**src/rtl/rtmq_acsflg_bank.sv**
```systemverilog
// Access flag decoder for a window of NCH register addresses starting at BASE.
// Emits per-channel read/write flags, immediate high/low pair pulses and a sticky collision error.
module rtmq_acsflg_bank #(
    parameter int BASE  = 0,
    parameter int NCH   = 4,
    parameter int LAT   = 1,
    parameter int W_REG = 32,
    parameter int W_ADR = 8,
    parameter int W_ALU = 3 * W_REG + 4 * W_ADR + 1
) (
    input  logic             clk_i,
    input  logic             rst_n_i,
    input  logic [W_ALU-1:0] alu_out_i,
    input  logic             en_i,
    input  logic             err_clr_i,
    output logic [NCH-1:0]   f_read_o,
    output logic [NCH-1:0]   f_wrt_alu_o,
    output logic [NCH-1:0]   f_wrt_ihi_o,
    output logic [NCH-1:0]   f_wrt_ilo_o,
    output logic [NCH-1:0]   f_imm_pair_o,
    output logic             f_any_o,
    output logic             err_col_o
);
    localparam int IW     = (NCH > 1) ? $clog2(NCH) : 1;
    localparam int P_IRDA = 1;
    localparam int P_IRES = P_IRDA + W_ADR;
    localparam int P_R1A  = P_IRES + W_REG;
    localparam int P_R0A  = P_R1A + W_ADR;
    localparam int P_RDA  = P_R0A + W_ADR;
    localparam int P_MSK  = P_RDA + W_ADR;

    generate
        if (NCH < 1 || NCH > 32) begin : g_bad_nch
            $error("rtmq_acsflg_bank: NCH must be in 1..32");
        end
        if (LAT < 1 || LAT > 4) begin : g_bad_lat
            $error("rtmq_acsflg_bank: LAT must be in 1..4");
        end
        if (BASE < 0 || longint'(BASE) + longint'(NCH) - 1 > (longint'(1) <<< W_ADR) - 1) begin : g_bad_win
            $error("rtmq_acsflg_bank: address window exceeds the W_ADR range");
        end
        if (W_ALU != 3 * W_REG + 4 * W_ADR + 1) begin : g_bad_alu
            $error("rtmq_acsflg_bank: W_ALU inconsistent with W_REG/W_ADR");
        end
    endgenerate

    typedef struct packed {
        logic [NCH-1:0] rd;
        logic [NCH-1:0] wa;
        logic [NCH-1:0] ihi;
        logic [NCH-1:0] ilo;
        logic [NCH-1:0] pair;
        logic           any;
        logic           col;
    } stage_t;

    logic [W_ADR-1:0] rda, r0a, r1a, irda;
    logic             seg;
    logic             unused_fields;

    assign seg  = alu_out_i[0];
    assign irda = alu_out_i[P_IRDA +: W_ADR];
    assign r1a  = alu_out_i[P_R1A +: W_ADR];
    assign r0a  = alu_out_i[P_R0A +: W_ADR];
    assign rda  = alu_out_i[P_RDA +: W_ADR];
    // Data payloads ride on the same bus but carry no address information.
    assign unused_fields = ^{alu_out_i[W_ALU-1:P_MSK], alu_out_i[P_IRES +: W_REG]};

    logic [NCH-1:0] hit_rd, hit_wa, hit_imm;
    logic [W_ADR:0] adr_k;
    logic [IW-1:0]  imm_idx;

    // One extra compare bit keeps BASE+k from aliasing onto low addresses.
    always_comb begin
        hit_rd  = '0;
        hit_wa  = '0;
        hit_imm = '0;
        adr_k   = '0;
        imm_idx = '0;
        for (int k = 0; k < NCH; k++) begin
            adr_k      = (W_ADR + 1)'(BASE + k);
            hit_rd[k]  = en_i && (({1'b0, r0a} == adr_k) || ({1'b0, r1a} == adr_k));
            hit_wa[k]  = en_i && ({1'b0, rda} == adr_k);
            hit_imm[k] = en_i && ({1'b0, irda} == adr_k);
            if (hit_imm[k]) begin
                imm_idx = IW'(k);
            end
        end
    end

    stage_t         dec;
    logic           pnd_vld_q, pnd_vld_d;
    logic [IW-1:0]  pnd_idx_q, pnd_idx_d;

    always_comb begin
        dec       = '0;
        dec.rd    = hit_rd;
        dec.wa    = hit_wa;
        dec.ihi   = seg ? '0 : hit_imm;
        dec.ilo   = seg ? hit_imm : '0;
        dec.any   = |{hit_rd, hit_wa, hit_imm};
        dec.col   = |(hit_wa & hit_imm);
        pnd_vld_d = pnd_vld_q;
        pnd_idx_d = pnd_idx_q;
        if (|hit_imm) begin
            if (!seg) begin
                pnd_vld_d = 1'b1;
                pnd_idx_d = imm_idx;
            end else begin
                if (pnd_vld_q && (pnd_idx_q == imm_idx)) begin
                    dec.pair[imm_idx] = 1'b1;
                end
                pnd_vld_d = 1'b0;
            end
        end else if (pnd_vld_q && hit_wa[pnd_idx_q]) begin
            pnd_vld_d = 1'b0;
        end
    end

    stage_t stg_q [LAT];
    stage_t stg_d [LAT];
    logic   err_col_q;

    always_comb begin
        stg_d[0] = dec;
        for (int i = 1; i < LAT; i++) begin
            stg_d[i] = stg_q[i-1];
        end
    end

    // err_col is fed from the word entering the output stage so it lines up with the flags.
    always_ff @(posedge clk_i or negedge rst_n_i) begin
        if (!rst_n_i) begin
            for (int i = 0; i < LAT; i++) begin
                stg_q[i] <= '0;
            end
            pnd_vld_q <= 1'b0;
            pnd_idx_q <= '0;
            err_col_q <= 1'b0;
        end else begin
            for (int i = 0; i < LAT; i++) begin
                stg_q[i] <= stg_d[i];
            end
            pnd_vld_q <= pnd_vld_d;
            pnd_idx_q <= pnd_idx_d;
            err_col_q <= stg_d[LAT-1].col | (err_col_q & ~err_clr_i);
        end
    end

    assign f_read_o     = stg_q[LAT-1].rd;
    assign f_wrt_alu_o  = stg_q[LAT-1].wa;
    assign f_wrt_ihi_o  = stg_q[LAT-1].ihi;
    assign f_wrt_ilo_o  = stg_q[LAT-1].ilo;
    assign f_imm_pair_o = stg_q[LAT-1].pair;
    assign f_any_o      = stg_q[LAT-1].any;
    assign err_col_o    = err_col_q;

endmodule

```
**config.mk**
```make
export PLATFORM = sky130hd
export DESIGN_NAME = rtmq_acsflg_bank
export DESIGN_NICKNAME = d
export VERILOG_FILES = /design/src/rtl/rtmq_acsflg_bank.sv
export SDC_FILE = /design/constraint.sdc
export NUM_CORES = 1
export LEC_CHECK = 0
export ABC_CLOCK_PERIOD_IN_PS = 2470
export CORE_MARGIN = 3
export CORE_UTILIZATION = 25
export DETAILED_ROUTE_END_ITERATION = 10
export HOLD_SLACK_MARGIN = 0.15
export PLACE_DENSITY_LB_ADDON = 0.15
export SYNTH_ARGS = -nofsm -noshare
export SYNTH_HDL_FRONTEND = slang
export SYNTH_SLANG_ARGS = --single-unit
```
**constraint.sdc**
```tcl
create_clock -name clk_i -period 2.47 [get_ports clk_i]
set_clock_uncertainty 0.2 [all_clocks]
set_input_delay 0.3705 -clock clk_i [delete_from_list [all_inputs] [get_ports clk_i]]
set_output_delay 0.3705 -clock clk_i [all_outputs]
set_load 0.1 [all_outputs]
```
* Word-level counts from Yosys, hierarchy flattened
Cells that the tools add are included.
Word-level totals: output and inout port bits 22, word-level logic and storage cells 73, input port bits 133, register bits after elaboration 25
Cells by class: reduce and logical (&&, ||, !) cells 28, bitwise logic cells 5, $lt $le $gt $ge 3, muxes and demuxes 15, equality and inequality tests 13
Operator list (count):
- $eq 8x2->1 const B | 8
- $eq 8x1->1 const B | 4
- $logic_not 8->1 | 4
- $mux 4 | 5
- $logic_and 1x1->1 | 15
- $reduce_or 12->1 | 1
- $reduce_or 4->1 | 2
- $lt 2x3->1 const B | 2
- $mux 1 | 6
- $and 4x4->4 | 1
- $logic_or 1x1->1 | 4
- $mux 2 | 2
- $bmux 1 s2 | 1
- $demux 1 s2 | 1
- $eq 2x2->1 | 1
- $ge 2x1->1 const B | 1
- $not 1->1 | 2
- $reduce_and 2->1 | 1
- $reduce_bool 2->1 | 1
- $and 1x1->1 | 1
- $or 1x1->1 | 1

* Longest topological paths before layout
depth after elaboration 12, depth in mapped cells 3

* Least setup slack after synthesis
No wires, ideal clock.
kind input to register, start input port alu_out_i[8], end register pnd_idx_q[0], slack 0.991 ns, path buffers 0, cell stages on the path 3, data arrival time 1.155 ns, path through nor4_4 -> nand3b_2 -> mux2_2
On the way: word-level cells in the longest chain between the ends 5, elaborated cells between the ends (all ways) 13, those cells by class eq/ne (3); mux (3); reduce/logical (7)
RTL lines:
- start: declaration | line 13 | input logic [W_ALU-1:0] alu_out_i,
- $eq 8x1->1 | line 84 | hit_imm[k] = en_i && ({1'b0, irda} == adr_k);
- $logic_and 1x1->1 | line 84
- $mux 1 | line 85 | if (hit_imm[k]) begin
- $mux 2 (2 in series) | line 85
- end signal: assignment | line 145 | pnd_idx_q <= pnd_idx_d;
- end: declaration | line 93 | logic [IW-1:0] pnd_idx_q, pnd_idx_d;
Parallel ways exist; a longest one is shown, timed or not. A chain may end at the register's enable or synchronous reset.

* Worst setup path in the final report
start input port en_i, end register err_col_q (netlist: err_col_o)
On the way: word-level cells in the longest chain between the ends 4, elaborated cells between the ends (all ways) 11, those cells by class bitwise (2); reduce/logical (9)
RTL lines:
- start: declaration | line 14 | input logic en_i,
- $logic_and 1x1->1, on equally long branches | line 83, 84
- $and 4x4->4 * | line 102 | dec.col = |(hit_wa & hit_imm);
- $reduce_or 4->1 * | line 102
- $or 1x1->1 * | line 146 | err_col_q <= stg_d[LAT-1].col | (err_col_q & ~err_clr_i);
- end signal: assignment | line 146
- end: declaration | line 122 | logic err_col_q;
Every way passes the cells marked *; elsewhere a longest branch is shown, timed or not.

==> flow_metrics.tcl <==
set metrics [dict create \
    drive_above_1_share_pct 24.3 \
    crit_type "in -> reg" \
    status "complete, no violations" \
    drcViolationCount 0 \
    async_reset_ff_share_pct 100 \
    dp_hpwl_um 2010 \
    grtUsageTotal_pct 10.2 \
    core_um2 4060 \
    io_buffers 58 \
    drv_slew 0 \
    min_period_ps 1870 \
    grt.overflow.total 0 \
    hold_violations 0 \
    initial_utilization_pct 26.2 \
    cts_root_buf "clkbuf_8" \
    cts_buffers 3 \
    synth_edf_count 0 \
    cts-hold-fix-buffers 0 \
    grt_pass1_vias 898 \
    gr-usage-met2_pct 14.7 \
    hp-class "in -> async" \
    slowest_stage "clkdlybuf4s50_1" \
    routed_wl_um 2430 \
    viasPerCell 4.47 \
    path_delay_family "simple AND/OR/NAND/NOR gates" \
    die-area_um2 5070 \
    grtUsageMet3_pct 3.65 \
    netlist_top_cells_count "dfrtp_1 (25), nor2_1 (9), nand2_1 (8)" \
    rows 23 \
    diodes 0 \
    synth_nets 224 \
    fp.dieW_um 71.2 \
    rsz0062_at_grt "false" \
    synthTopCellsByArea "dfrtp_1 (59%), nand2b_1 (3.5%), o32ai_1 (3.3%)" \
    p_per_area_nw_per_um2 462 \
    gp_congestion 0.755 \
    yosysSeqAreaShare_pct 58.8 \
    grt_use_met1_pct 13.7 \
    setup_viol 0 \
    hold_ws_ps 260 \
    cts.sinks 25 \
    cts_tree "yes" \
    maxSlewHeadroom_pct 71.6 \
    cap_viol_max_count 0 \
    clock_latency_ps 260 \
    num_io_pins 155 \
    nNetsFinal 286 \
    synth_area_um2 1060 \
    grt_pass1_wl_um 4060 \
    ys_warn_count 0 \
    yosysTopAreaCell "dfrtp_1" \
    tns_ps 0 \
    postSynthCellCount 91 \
    area_delta_synth_final_pct 59.9 \
    final_antenna_net_count 0 \
    start_kind "input port" \
    cts.reportedPaths.clkPinSlew_ps 80 \
    min_period_over_period_pct 75.8 \
    clockBufferDepth 2 \
    grt.busiest_layer "met2" \
    die_h_um 71.2 \
    path_buf_inv 1 \
    arrival_ps 1840 \
    grt_max_degree 26 \
    drt_iter0_drc 47 \
    postCtsSetupBuffers 0 \
    peakVddDrop_v 0.000225 \
    vias 903 \
    max_freq_mhz 534 \
    max_stage_delay_ps 540 \
    netlist.area_leader.share_pct 58.8 \
    h-tree-depth 1 \
    synth-seq-cells 25 \
    cts_resized 0 \
    tightestPinTransition_ps 425 \
    yosys_most_used_dff "dfrtp_1" \
    ys_types 25 \
    cp_data_required_time_ps 2440 \
    firstDrtPassIters 4 \
    routedWlPerCell_um 12.0 \
    synth_area_per_cell_um2 11.7 \
    power.leakage_nw 0.760 \
    path_max_fanout 5 \
    crit_chain "clkdlybuf4s50_1, nor3b_1, nand2_1, o41ai_2" \
    end_kind "flip-flop" \
    synth_most_common_cell "dfrtp_1" \
    antenna_found_initial 0 \
]
-- final cells by class --
class,count,area (µm²)
inverters,5,18.8
repair buffers,59,533
clock buffers,3,41.3
clock inverters,1,7.51
well taps,50,62.6
multi-input cells,59,412
fillers,380,2360
flip-flops and latches,25,626
-- worst reg2reg max path: stages (launching register included) --
cell	delay [ps]
dfrtp_1	450
or4_1	480
nor3_1	180
-- sequential cells by signal, summed over array words and instances (netlist names) --
signal	flops
err_col_o	1
f_any_o	1
f_imm_pair_o	4
f_read_o	4
f_wrt_alu_o	4
f_wrt_ihi_o	4
f_wrt_ilo_o	4
pnd_idx_q	2
pnd_vld_q	1
-- cell families (layout without fill, tap and decap cells) --
kind of cell / after synthesis / after routing / share of synthesized area, %
AOI/OAI and AO/OA: 8 / 8 / 7.41
DFF: 25 / 25 / 58.8
and+or+nand+nor: 45 / 45 / 25.9
buffers and inverters: 7 / 68 / 2.47
muxes: 2 / 2 / 2.12
xor gates and xnor gates: 4 / 4 / 3.29
-- cells in the final DEF, fill, tap and decap left out, types with 3 or more instances in the layout --
| cell type | count |
|---|---|
| dfrtp_1 | 25 |
| clkbuf_8 | 3 |
| nor3_1 | 4 |
| nor4_1 | 5 |
| nor2_1 | 9 |
| nand2b_1 | 6 |
| inv_1 | 5 |
| nor3b_1 | 3 |
| buf_4 | 23 |
| nand2_1 | 8 |
| clkdlybuf4s50_1 | 36 |
| o32ai_1 | 4 |
-- per-layer routing --
metal  vias to the layer above  share of wire, %
met5                         -                 0
met4                         0              0.70
met3                         2                12
met2                        58                43
met1                       399                44
li1                        444                 -
-- worst paths after layout --
path / startpoint / to / slack, ps / cells past startpoint
min: rst_n_i / f_imm_pair_o[1] / 260 / 2
min reg2reg: err_col_o / err_col_o / 310 / 2
max: en_i / err_col_o / 600 / 4
max in group asynchronous: rst_n_i / pnd_vld_q / 1580 / 2
min in group clk_i: err_col_o / err_col_o / 310 / 2
max reg2reg: pnd_idx_q[0] / f_imm_pair_o[0] / 1080 / 2
-- power by group --
part,internal [mW],switching [mW]
Combinational,0.0743,0.0517
Clock,0.114,0.122
Sequential,0.416,0.00685
-- metrics by stage --
| stage | cells | power, mW | worst slack (ps) | utilization [%] | instance area, µm² |
|---|---|---|---|---|---|
| final | 202 | 0.785 | 598 | 41.9 | 1700 |
| after global routing | 202 | 0.829 | 427 | 41.9 | 1700 |
| after CTS | 202 | 0.799 | 604 | 41.9 | 1700 |
| after detailed placement | 198 | 0.559 | 324 | 40.7 | 1650 |
| after global placement | 198 | 0.558 | 302 | 40.7 | 1650 |
| after floorplan | 91 | 0.476 | 991 | - | 1060 |
Power figures use the tool's default switching activity.
